--- config.mk ---
export PLATFORM = sky130hd
export DESIGN_NAME = pc_fetch
export DESIGN_NICKNAME = d
export VERILOG_FILES = /design/src/rtl/pc_fetch.sv
export SDC_FILE = /design/constraint.sdc
export NUM_CORES = 1
export LEC_CHECK = 0
export BUFFER_PORTS_ARGS = -buffer_cell sky130_fd_sc_hd__buf_4
export CAP_MARGIN = 20
export CORE_AREA = 2 2 132 108
export CTS_CLUSTER_DIAMETER = 80
export DETAILED_ROUTE_END_ITERATION = 6
export DIE_AREA = 0 0 134 110
export HOLD_SLACK_MARGIN = 0.15
export MAX_ROUTING_LAYER = met4
export PLACE_DENSITY = 0.85
export SYNTH_ARGS = -nofsm -noshare
export SYNTH_HDL_FRONTEND = slang
export SYNTH_SLANG_ARGS = --single-unit
--- constraint.sdc ---
create_clock -name clk -period 2.1 [get_ports clk]
set_input_delay 0.315 -clock clk [delete_from_list [all_inputs] [get_ports clk]]
set_output_delay 0.315 -clock clk [all_outputs]
set_load 0.05 [all_outputs]
--- src/rtl/pc_fetch.sv ---
// Instruction fetch unit: issues one imem read at a time, holds the returned
// word for decode until accepted, and redirects the PC on taken branches.
module pc_fetch #(
  parameter logic [31:0] RESET_PC  = 32'h0000_0000,
  parameter logic [31:0] NOP_INSTR = 32'h0000_0013
) (
  input  logic        clk,
  input  logic        rst_n,
  input  logic        PCsrc,
  input  logic [31:0] ImmOp,
  input  logic [31:0] branch_pc,
  output logic        imem_req,
  output logic [31:0] imem_addr,
  input  logic        imem_rvalid,
  input  logic [31:0] imem_rdata,
  output logic        instr_valid,
  output logic [31:0] instr,
  output logic [31:0] instr_pc,
  input  logic        instr_ready
);

  // state | meaning
  // IDLE  | one cycle after reset release
  // REQ   | imem_req=1, imem_addr=pc
  // WAIT  | request outstanding, waiting for imem_rvalid
  // HOLD  | instruction presented to decode until handshake
  typedef enum logic [1:0] {IDLE, REQ, WAIT, HOLD} state_t;

  state_t      state, state_nx;
  logic [31:0] pc, pc_nx;
  logic [31:0] instr_q, instr_nx;
  logic [31:0] ipc_q, ipc_nx;
  logic        valid_q, valid_nx;
  logic        drop, drop_nx;
  logic [31:0] target;

  assign target = (branch_pc + ImmOp) & 32'hFFFF_FFFC;

  always_ff @(posedge clk or negedge rst_n) begin
    if (!rst_n) begin
      state   <= IDLE;
      pc      <= RESET_PC;
      instr_q <= NOP_INSTR;
      ipc_q   <= RESET_PC;
      valid_q <= 1'b0;
      drop    <= 1'b0;
    end else begin
      state   <= state_nx;
      pc      <= pc_nx;
      instr_q <= instr_nx;
      ipc_q   <= ipc_nx;
      valid_q <= valid_nx;
      drop    <= drop_nx;
    end
  end

  always_comb begin
    state_nx = state;
    pc_nx    = pc;
    instr_nx = instr_q;
    ipc_nx   = ipc_q;
    valid_nx = valid_q;
    drop_nx  = drop;

    // A response seen outside WAIT can only be the stale one being tracked.
    if (imem_rvalid && (state != WAIT)) drop_nx = 1'b0;

    case (state)
      IDLE: state_nx = REQ;
      REQ:  state_nx = WAIT;
      WAIT: begin
        if (imem_rvalid) begin
          if (drop) begin
            drop_nx = 1'b0;
          end else begin
            instr_nx = imem_rdata;
            ipc_nx   = pc;
            valid_nx = 1'b1;
            pc_nx    = pc + 32'd4;
            state_nx = HOLD;
          end
        end
      end
      HOLD: begin
        if (instr_ready) begin
          valid_nx = 1'b0;
          state_nx = REQ;
        end
      end
      default: state_nx = IDLE;
    endcase

    // Redirect overrides everything above; a request left in flight must be dropped later.
    if (PCsrc) begin
      pc_nx    = target;
      state_nx = REQ;
      valid_nx = 1'b0;
      instr_nx = instr_q;
      ipc_nx   = ipc_q;
      case (state)
        REQ:     drop_nx = 1'b1;
        WAIT:    drop_nx = drop | ~imem_rvalid;
        default: ;
      endcase
    end
  end

  assign imem_req    = (state == REQ);
  assign imem_addr   = pc;
  assign instr_valid = valid_q;
  assign instr       = valid_q ? instr_q : NOP_INSTR;
  assign instr_pc    = ipc_q;

endmodule

==> results of run 1 <==
[state kept, by name (all words and copies together) (netlist names)]
name and flops:
drop 1, instr_q 32, state 2, instr_pc 30, imem_addr 30, instr_valid 1
[what timing repair did]
action / 4_1_cts / 5_1_grt
setup endpoints to repair: 1 / 7
pin swaps: 1 / 7
hold endpoints to repair: 38 / 0
buffers inserted: 0 / 3
resized for setup: 1 / 15
hold buffers: 1 / 0
[power groups by stage]
| stage | logic [W] | clock network (W) | registers (W) |
|---|---|---|---|
| floorplan | 0.00167 | 0 | 0.00414 |
| detailed placement | 0.00434 | 0 | 0.00303 |
| global route | 0.00463 | 0.00201 | 0.00309 |
| finish | 0.00437 | 0.00190 | 0.00300 |
| global placement | 0.00426 | 0 | 0.00297 |
| CTS | 0.00436 | 0.00192 | 0.00300 |
[layout make-up]
cell class	count	area, µm²	area share
inverter	12	45.0	0.00494
clock inverter	6	115	0.0126
clock buffer	10	229	0.0251
sequential	96	2410	0.265
multi-input combinational	495	3850	0.423
tap	180	225	0.0247
timing repair buffer	294	2230	0.245
[worst max-delay path, cell delays in order]
cell      delay [ps]
buf_4            110
ha_1             210
or2_1            280
o22ai_2          250
nor3_2            90
o31ai_2          180
buf_4            170
a311oi_1         120
or2_1            290
o31ai_2          260
[final timing paths]
check / startpoint / to / cells past startpoint
setup / recovery: ImmOp[2] / imem_addr[26] / 10
setup reg to reg: state[0] / imem_addr[28] / 9
max in group asynchronous: rst_n / instr_q[4] / 3
hold / removal: imem_rdata[19] / instr_q[19] / 2
hold reg to reg: instr_q[14] / instr_q[14] / 1
min in group asynchronous: rst_n / instr_pc[12] / 2
[cell families (layout without fill, tap and decap cells)]
logic type | Yosys count | count (layout) | synth area share
compound gates | 134 | 134 | 0.148
buf+inv | 45 | 322 | 0.0327
fa+ha+maj | 35 | 35 | 0.0703
mux | 65 | 65 | 0.117
other cells | 1 | 4 | 0.000602
flops | 96 | 96 | 0.386
simple gates | 209 | 209 | 0.178
xor+xnor | 48 | 48 | 0.0675
[stage by stage]
| step | instance area, µm² | setup TNS [ps] |
|---|---|---|
| final | 9110 | 0 |
| after global placement | 8670 | -2310 |
| after CTS | 9030 | 0 |
| after detailed placement | 8670 | -3100 |
| after global routing | 9110 | -61.7 |
| after floorplan | 6420 | -535 |
[layer usage]
metal,track usage,wire (µm),up-vias,part of all wire
met2,0.411,8510,225,0.48
met4,0.0456,146,0,0.0083
met5,-,0,-,0
met3,0.0498,1330,14,0.076
li1,-,-,2815,-
met1,0.303,7580,2822,0.43
[placed cells by master, fill, tap and decap left out, types with 4 or more instances in the layout]
cell and instances:
dfrtp_1 88, o211ai_1 4, o21a_1 9, and2_1 34, nor3_1 7, a31o_2 6
conb_1 4, nand2b_1 4, ha_1 28, dfrtp_2 5, buf_4 291, clkbuf_16 9
xnor2_1 23, mux2_2 62, a21o_1 15, nand3_1 21, and3_1 4, or3_1 4
nor2_1 41, a211oi_1 7, nand4_1 11, inv_1 12, nand2_1 48, o21ai_0 20
ha_4 6, a21oi_1 32, xor2_1 24
==> impl_metrics.env, run 1 <==
export IMPL_status="complete, no violations"
export IMPL_synth_edff_count=0
export IMPL_num_fill_cells=1073
export IMPL_synth_area_leader_cell="dfrtp_1"
export IMPL_synth_flop_cell="dfrtp_1"
export IMPL_seq_area_frac_synth=0.386
export IMPL_synth_commonest_cells="dfrtp_1, mux2_2, nand2_1, nor2_1"
export IMPL_cts_buffer_depth=2
export IMPL_areaGrowthSynthToFinish_pct=46.2
export IMPL_worst_slew_pin_slew_ps=553
export IMPL_pre_cts_ws_ps=-280
export IMPL_ant_nets=0
export IMPL_placed_cells_incl_taps=1073
export IMPL_slew_headroom=0.631
export IMPL_dieHeight_um=110
export IMPL_drv_slew=0
export IMPL_htree_levels=3
export IMPL_numCtsBuffers=9
export IMPL_die_width_um=134
export IMPL_start_util=0.466
export IMPL_hold_class="primary input to flop"
export IMPL_grt_pass1_wl_um=27600
export IMPL_io_pins=199
export IMPL_synthCells=633
export IMPL_ys_types=70
export IMPL_hold_slack_ps=209
export IMPL_synth_area_top_cells="dfrtp_1, mux2_2, ha_1, and2_1, xnor2_1"
export IMPL_ys_warnings_count=0
export IMPL_die_area_um2=14700
export IMPL_clk_pin_slew_ps=70
export IMPL_crit_path_end_kind="flop"
export IMPL_clkSinkCount=96
export IMPL_layout_setup_ws_ps=49.7
export IMPL_leakage_nw=4.38
export IMPL_grt_use_total=0.241
export IMPL_grt_max_degree=50
export IMPL_yosysMostFrequentCell="dfrtp_1"
export IMPL_vias=5876
export IMPL_core_area_um2=13400
export IMPL_intPower_w=0.00546
export IMPL_insertion_delay_ps=340
export IMPL_drv_cap=0
export IMPL_clock_fmax_mhz=488
export IMPL_ys_ff_latch=96
export IMPL_combPwrFrac=0.471
export IMPL_crit_type="primary input to flop"
export IMPL_gr_total_overflow=0
export IMPL_netlist_area_leader_share=0.373
export IMPL_crit_path_start_kind="primary input"
export IMPL_tritoncts="yes"
export IMPL_arrival_ps=2280
export IMPL_placementRows=38
export IMPL_p_switching_w=0.00382
export IMPL_syn_area_per_cell_um2=9.84
export IMPL_drtIter0Drc=369
export IMPL_finClkSkew_ps=11.4
export IMPL_post_route_drc_count=0
export IMPL_setup_viol=0
export IMPL_swShare=0.412
export IMPL_gp_congestion=0.939
export IMPL_n_antenna_cell=0
export IMPL_portBuffers=194
export IMPL_final_layout_size_suffix_gt1_frac=0.471
export IMPL_async_flop_share=1.00
export IMPL_peakVddDrop_mv=0.958
export IMPL_total_power_w=0.00928
export IMPL_grt_pass1_vias=5743
export IMPL_r2r_setup_slack_ps=90
export IMPL_cp_max_fo=3
export IMPL_clockRootBuffer="clkbuf_16"
export IMPL_final_nets=1044
export IMPL_power_per_cell_area_nw_per_um2=1020
export IMPL_fin_crit_sh=0.976
export IMPL_dr_pass1_iters=5
export IMPL_wl_per_cell_um=16.1
export IMPL_fin_crit_ps=2050
export IMPL_hold_viol_final=0
export IMPL_fin_cells=1093
export IMPL_synth_area_um2=6230
export IMPL_antenna_found_initial=0
export IMPL_p_clk_frac=0.205
export IMPL_seq_power_share=0.324
export IMPL_vias_per_cell=5.38
export IMPL_crit_required_ps=2330
export IMPL_routed_wl_um=17600
export IMPL_final_util=0.682
export IMPL_hpwl_um=13700
No activity file was read; power rests on OpenSTA's default activity.
==> inputs of run 2 (changes only) <==
Settings changed: CELL_PAD_IN_SITES_DETAIL_PLACEMENT set to 1, CELL_PAD_IN_SITES_GLOBAL_PLACEMENT set to 2, CORE_AREA 2 2 132 108 to 2 2 170 139, DIE_AREA 0 0 134 110 to 0 0 172 141, PLACE_DENSITY 0.85 to 0.84.
==> run 2 against run 1 <==
Net effect: power is 0.54% higher; fmax is 0.89% lower; clock skew is 0.78 ps lower; non-clock buffer count is 8 higher; critical path depth is 1 lower; via count is 1.8% lower; critical endpoint is now imem_addr[21]; flip-flop and latch count stayed put; final area is 4.9% higher; setup slack worse by 18 ps; count of clock-buffer cells in the layout stayed put; combinational power is 3% higher.
==> impl_metrics.env, run 2 (synthesized netlist as in run 1, its figures left out) <==
export IMPL_drt_met1_wl_um=9590
export IMPL_dr_pass1_iters=4
export IMPL_clockRootBuffer="clkbuf_16"
export IMPL_n_antenna_cell=0
export IMPL_seq_power_share=0.318
export IMPL_highest_layer="met4"
export IMPL_insertion_delay_ps=350
export IMPL_crit_path_end_kind="flop"
export IMPL_p_clk_frac=0.197
export IMPL_hold_viol_final=0
export IMPL_largest_reg_flops=32
export IMPL_start_util=0.274
export IMPL_wl_per_cell_um=16.6
export IMPL_fin_crit_sh=0.985
export IMPL_rsz0062_at_grt="true"
export IMPL_gp_congestion=0.801
export IMPL_portBuffers=194
export IMPL_hpwl_um=16200
export IMPL_ant_nets=0
export IMPL_htree_levels=3
export IMPL_gr_total_overflow=0
export IMPL_crit_required_ps=2330
export IMPL_fin_crit_ps=2070
export IMPL_vias=5772
export IMPL_final_common_cell="buf_4"
export IMPL_numCtsBuffers=9
export IMPL_reg2reg_from="imem_addr[16]"
export IMPL_power_per_cell_area_nw_per_um2=976
export IMPL_post_route_drc_count=0
export IMPL_wl_met2_um=9610
export IMPL_crit_path_start_kind="primary input"
export IMPL_intPower_w=0.00542
export IMPL_min_from="imem_rdata[15]"
export IMPL_arrival_ps=2300
export IMPL_design_area_um2=9560
export IMPL_finClkSkew_ps=10.7
export IMPL_grt_pass1_vias=5960
export IMPL_status="complete, no violations"
export IMPL_core_area_um2=22800
export IMPL_drtIter0Drc=230
export IMPL_final_layout_size_suffix_gt1_frac=0.497
export IMPL_antenna_found_initial=0
export IMPL_tritoncts="yes"
export IMPL_setup_viol=0
export IMPL_dieHeight_um=141
export IMPL_io_pins=199
export IMPL_peakVddDrop_mv=0.341
export IMPL_drv_cap=0
export IMPL_final_nets=1052
export IMPL_slew_headroom=0.661
export IMPL_final_cell_mix="buf_4, dfrtp_1, mux2_2"
export IMPL_clk_pin_slew_ps=70
export IMPL_wl_met3_um=1130
export IMPL_cts_buffer_depth=2
export IMPL_swShare=0.419
export IMPL_grt_max_degree=54
export IMPL_grt_pass1_wl_um=32100
export IMPL_clkSinkCount=96
export IMPL_regMostFlops="instr_q"
export IMPL_p_switching_w=0.00391
export IMPL_die_area_um2=24300
export IMPL_crit_start="ImmOp[5]"
export IMPL_clock_fmax_mhz=483
export IMPL_routed_wl_um=20500
export IMPL_grt_use_total=0.173
export IMPL_leakage_nw=4.46
export IMPL_vias_per_cell=4.68
export IMPL_placementRows=50
export IMPL_drv_slew=0
export IMPL_total_power_w=0.00933
export IMPL_cp_max_fo=5
export IMPL_hold_class="primary input to flop"
export IMPL_postPlaceCellArea_um2=8850
export IMPL_final_util=0.420
export IMPL_worst_slew_pin_slew_ps=508
export IMPL_crit_type="primary input to flop"
export IMPL_areaGrowthSynthToFinish_pct=53.4
export IMPL_die_width_um=172
export IMPL_combPwrFrac=0.485
[run 2: cell count changes in the layout (fill, tap and decap cells not counted), sizes merged]
cell,before,now
bufinv,3,2
inv,14,13
clkinvlp,0,1
buf,293,301
clkinv,1,2
[run 2: timing repair]
action                                 4_1_cts  5_1_grt
endpoints found under the hold margin       21        0
setup endpoints to repair                    2       13
gates cloned                                 0        0
setup buffers                                0        9
resized for setup                            2       48
pin swaps                                    0       30
hold buffers                                 1        0
[run 2: worst max-delay path: stages]
cell	delay (ps)
buf_4	120
ha_4	220
a211o_1	320
a31o_2	280
a211oi_4	290
o31a_4	220
nand2b_4	80
a2111oi_4	360
nor3_1	90
[run 2: metal layers]
| layer | vias up | global-route usage |
|---|---|---|
| li1 | 2826 | - |
| met1 | 2786 | 0.232 |
| met2 | 147 | 0.274 |
| met3 | 13 | 0.0255 |
| met4 | 0 | 0.0416 |
| met5 | - | - |
[run 2: per-stage QoR]
step	setup slack (ps)	std cells	setup TNS [ps]	hold WS, ps
global route	-68.9	1233	-166	193
finish	31.2	1233	0	196
global placement	-360	1207	-4240	267
floorplan	-26.0	636	-535	19.4
detailed placement	-398	1207	-5060	265
CTS	4.64	1224	0	183
[run 2: final cells by class]
type,count,area (µm²)
flip-flops and latches,96,2410
inverters,12,45.0
well taps,312,390
clock inverters,6,90.1
multi-input cells,495,4080
fillers,2647,13200
repair buffers,302,2300
clock buffers,10,239
[run 2: final timing paths]
path	depth (start not counted)	end	slack [ps]
setup / recovery	9	imem_addr[21]	30
hold / removal	2	instr_q[15]	200
setup reg to reg	7	imem_addr[29]	120
hold reg to reg	1	instr_q[26]	500
max in group asynchronous	3	imem_addr[5]	1040
min in group asynchronous	2	instr_pc[6]	430
[run 2: power groups by stage]
stage | logic, W | registers (W) | clock network (W)
6_report | 0.00452 | 0.00297 | 0.00183
5_1_grt | 0.00483 | 0.00308 | 0.00194
4_1_cts | 0.00446 | 0.00299 | 0.00189
3_5_place_dp | 0.00444 | 0.00302 | 0
3_3_place_gp | 0.00437 | 0.00297 | 0
2_1_floorplan | 0.00167 | 0.00414 | 0
==> inputs of run 3 (changes only) <==
Settings changed: ABC_AREA set to 1, CORE_AREA 2 2 170 139 to 3 3 196 160, DIE_AREA 0 0 172 141 to 0 0 199 163, PLACE_DENSITY 0.84 to 0.85.
==> run 3 against run 2 <==
Net effect: clock skew about the same; global-route usage increased by 0.99 points; register-to-register slack about the same; utilization decreased by 7.8 points; sequential power hardly changed; die area is 34% higher; power is 0.64% higher; non-clock buffer count down 39; critical endpoint is now imem_addr[22]; largest power group unchanged.
==> impl_metrics.env, run 3 <==
export IMPL_tritoncts="yes"
export IMPL_gr_total_overflow=0
export IMPL_crit_path_start_kind="flop"
export IMPL_dieHeight_um=163
export IMPL_gp_congestion=0.898
export IMPL_reg2reg_from="imem_addr[3]"
export IMPL_portBuffers=194
export IMPL_vias_per_cell=4.48
export IMPL_grt_pass1_vias=8426
export IMPL_grt_pass1_wl_um=45200
export IMPL_wl_per_cell_um=15.8
export IMPL_peakVddDrop_mv=0.552
export IMPL_placed_cells_incl_taps=1772
export IMPL_fin_crit_ps=1980
export IMPL_hold_depth=3
export IMPL_vias=8094
export IMPL_min_from="imem_rdata[21]"
export IMPL_cts_buffer_depth=2
export IMPL_start_util=0.249
export IMPL_synth_edff_count=0
export IMPL_final_cell_mix="nand2_1, buf_4, inv_1"
export IMPL_regArea_um2=2410
export IMPL_dr_pass1_iters=5
export IMPL_hold_viol_final=0
export IMPL_pre_cts_ws_ps=-112
export IMPL_clockRootBuffer="clkbuf_16"
export IMPL_r2r_setup_slack_ps=120
export IMPL_hpwl_um=23200
export IMPL_synth_area_top_cells="dfrtp_1, nand2_1, inv_1, ha_1, nor2_1"
export IMPL_slew_headroom=0.612
export IMPL_clock_fmax_mhz=506
export IMPL_async_flop_share=1.00
export IMPL_routed_wl_um=28600
export IMPL_cp_max_fo=7
export IMPL_ant_nets=0
export IMPL_crit_path_end_kind="flop"
export IMPL_regMostFlops="instr_q"
export IMPL_synth_commonest_cells="nand2_1, inv_1, dfrtp_1, nor2_1, nand3_1"
export IMPL_drv_cap=0
export IMPL_grt_max_degree=43
export IMPL_clk_pin_slew_ps=70
export IMPL_finClkSkew_ps=10.2
export IMPL_arrival_ps=2220
export IMPL_placementRows=56
export IMPL_power_per_cell_area_nw_per_um2=936
export IMPL_clkSinkCount=96
export IMPL_final_setup_tns_ps=0
export IMPL_io_pins=199
export IMPL_worst_slew_pin_slew_ps=581
export IMPL_fin_crit_sh=0.941
export IMPL_seq_area_frac_synth=0.329
export IMPL_min_to="instr_q[21]"
export IMPL_final_common_cell="nand2_1"
export IMPL_netlist_area_leader_share=0.318
export IMPL_synth_area_um2=7320
export IMPL_post_route_drc_count=0
export IMPL_areaGrowthSynthToFinish_pct=37.1
export IMPL_grt_use_total=0.183
export IMPL_multiInputGateArea_um2=4010
export IMPL_core_area_um2=29400
export IMPL_die_width_um=199
export IMPL_antenna_found_initial=0
export IMPL_final_nets=1562
export IMPL_drtIter0Drc=372
export IMPL_synth_flop_cell="dfrtp_1"
export IMPL_synth_area_leader_cell="dfrtp_1"
export IMPL_largest_reg_flops=32
export IMPL_layout_setup_ws_ps=123
export IMPL_drv_slew=0
export IMPL_num_fill_cells=3812
export IMPL_synthCells=1179
export IMPL_crit_type="flop to flop"
export IMPL_crit_required_ps=2340
export IMPL_n_antenna_cell=0
export IMPL_insertion_delay_ps=360
export IMPL_fin_cells=1808
export IMPL_rr_endpoint="imem_addr[22]"
export IMPL_ys_warnings_count=0
export IMPL_leakage_nw=5.82
export IMPL_die_area_um2=32400
export IMPL_setup_viol=0
export IMPL_status="complete, no violations"
export IMPL_final_util=0.342
export IMPL_ys_types=43
export IMPL_syn_area_per_cell_um2=6.21
export IMPL_hold_slack_ps=164
export IMPL_final_layout_size_suffix_gt1_frac=0.206
export IMPL_ys_ff_latch=96
export IMPL_hold_class="primary input to flop"
export IMPL_htree_levels=3
export IMPL_yosysMostFrequentCell="nand2_1"
export IMPL_numCtsBuffers=9
export IMPL_rr_worst_depth=11
run 3: cell families after synthesis:
kind of cell | after synthesis | synth area share
flops | 96 | 0.329
xor+xnor | 9 | 0.0108
other cells | 1 | 0.000513
fa+ha+maj | 35 | 0.0599
buf+inv | 237 | 0.125
compound gates | 140 | 0.103
simple gates | 661 | 0.372
run 3: cell type report:
class / instances / area share
repair buffers: 263 / 0.204
clock buffers: 12 / 0.0256
well taps: 377 / 0.0470
flip-flops and latches: 96 / 0.240
clock inverters: 4 / 0.00524
multi-input cells: 849 / 0.400
inverters: 207 / 0.0780
run 3: critical path, cell delays in order (launching register included):
cell and delay, ps:
dfrtp_1 410, ha_2 230, nand2_1 90, nor2_2 130
nand2_1 90, inv_4 120, nand4_1 170, buf_4 210
o21ai_1 130, nand2_1 100, o21ai_1 120, a21oi_1 70
run 3: worst max path at each step:
stage                       startpoint             to  slack, ps
after floorplan           imem_addr[2]  imem_addr[20]         90
after global routing      imem_addr[3]  imem_addr[22]        -20
final                     imem_addr[3]  imem_addr[22]        120
after detailed placement      ImmOp[8]  imem_addr[25]       -110
after CTS                 imem_addr[3]  imem_addr[30]         30
after global placement        ImmOp[8]  imem_addr[25]       -110
run 3: per-stage QoR:
step | instance area, µm² | total power [W]
after floorplan | 7330 | 0.00592
after global placement | 9510 | 0.00757
after detailed placement | 9510 | 0.00767
after CTS | 10000 | 0.00951
after global routing | 10000 | 0.0100
final | 10000 | 0.00939
run 3: timing repair:
item | 4_1_cts | 5_1_grt
buffers inserted | 0 | 2
hold buffers | 18 | 0
endpoints found under the hold margin | 47 | 0
resized for setup | 0 | 6
endpoints found under the setup margin | 0 | 11
run 3: power by group:
part / switching, W / total (W) / internal, W
clock network: 0.000766 / 0.00176 / 0.000993
logic: 0.00321 / 0.00467 / 0.00146
registers: 0.000461 / 0.00296 / 0.00249
run 3: layer usage:
metal | track usage | share of wire | vias to the layer above
li1 | - | - | 4106
met1 | 0.249 | 0.49 | 3812
met2 | 0.289 | 0.46 | 151
met3 | 0.0283 | 0.040 | 25
met4 | 0.0370 | 0.012 | 0
met5 | - | 0 | -
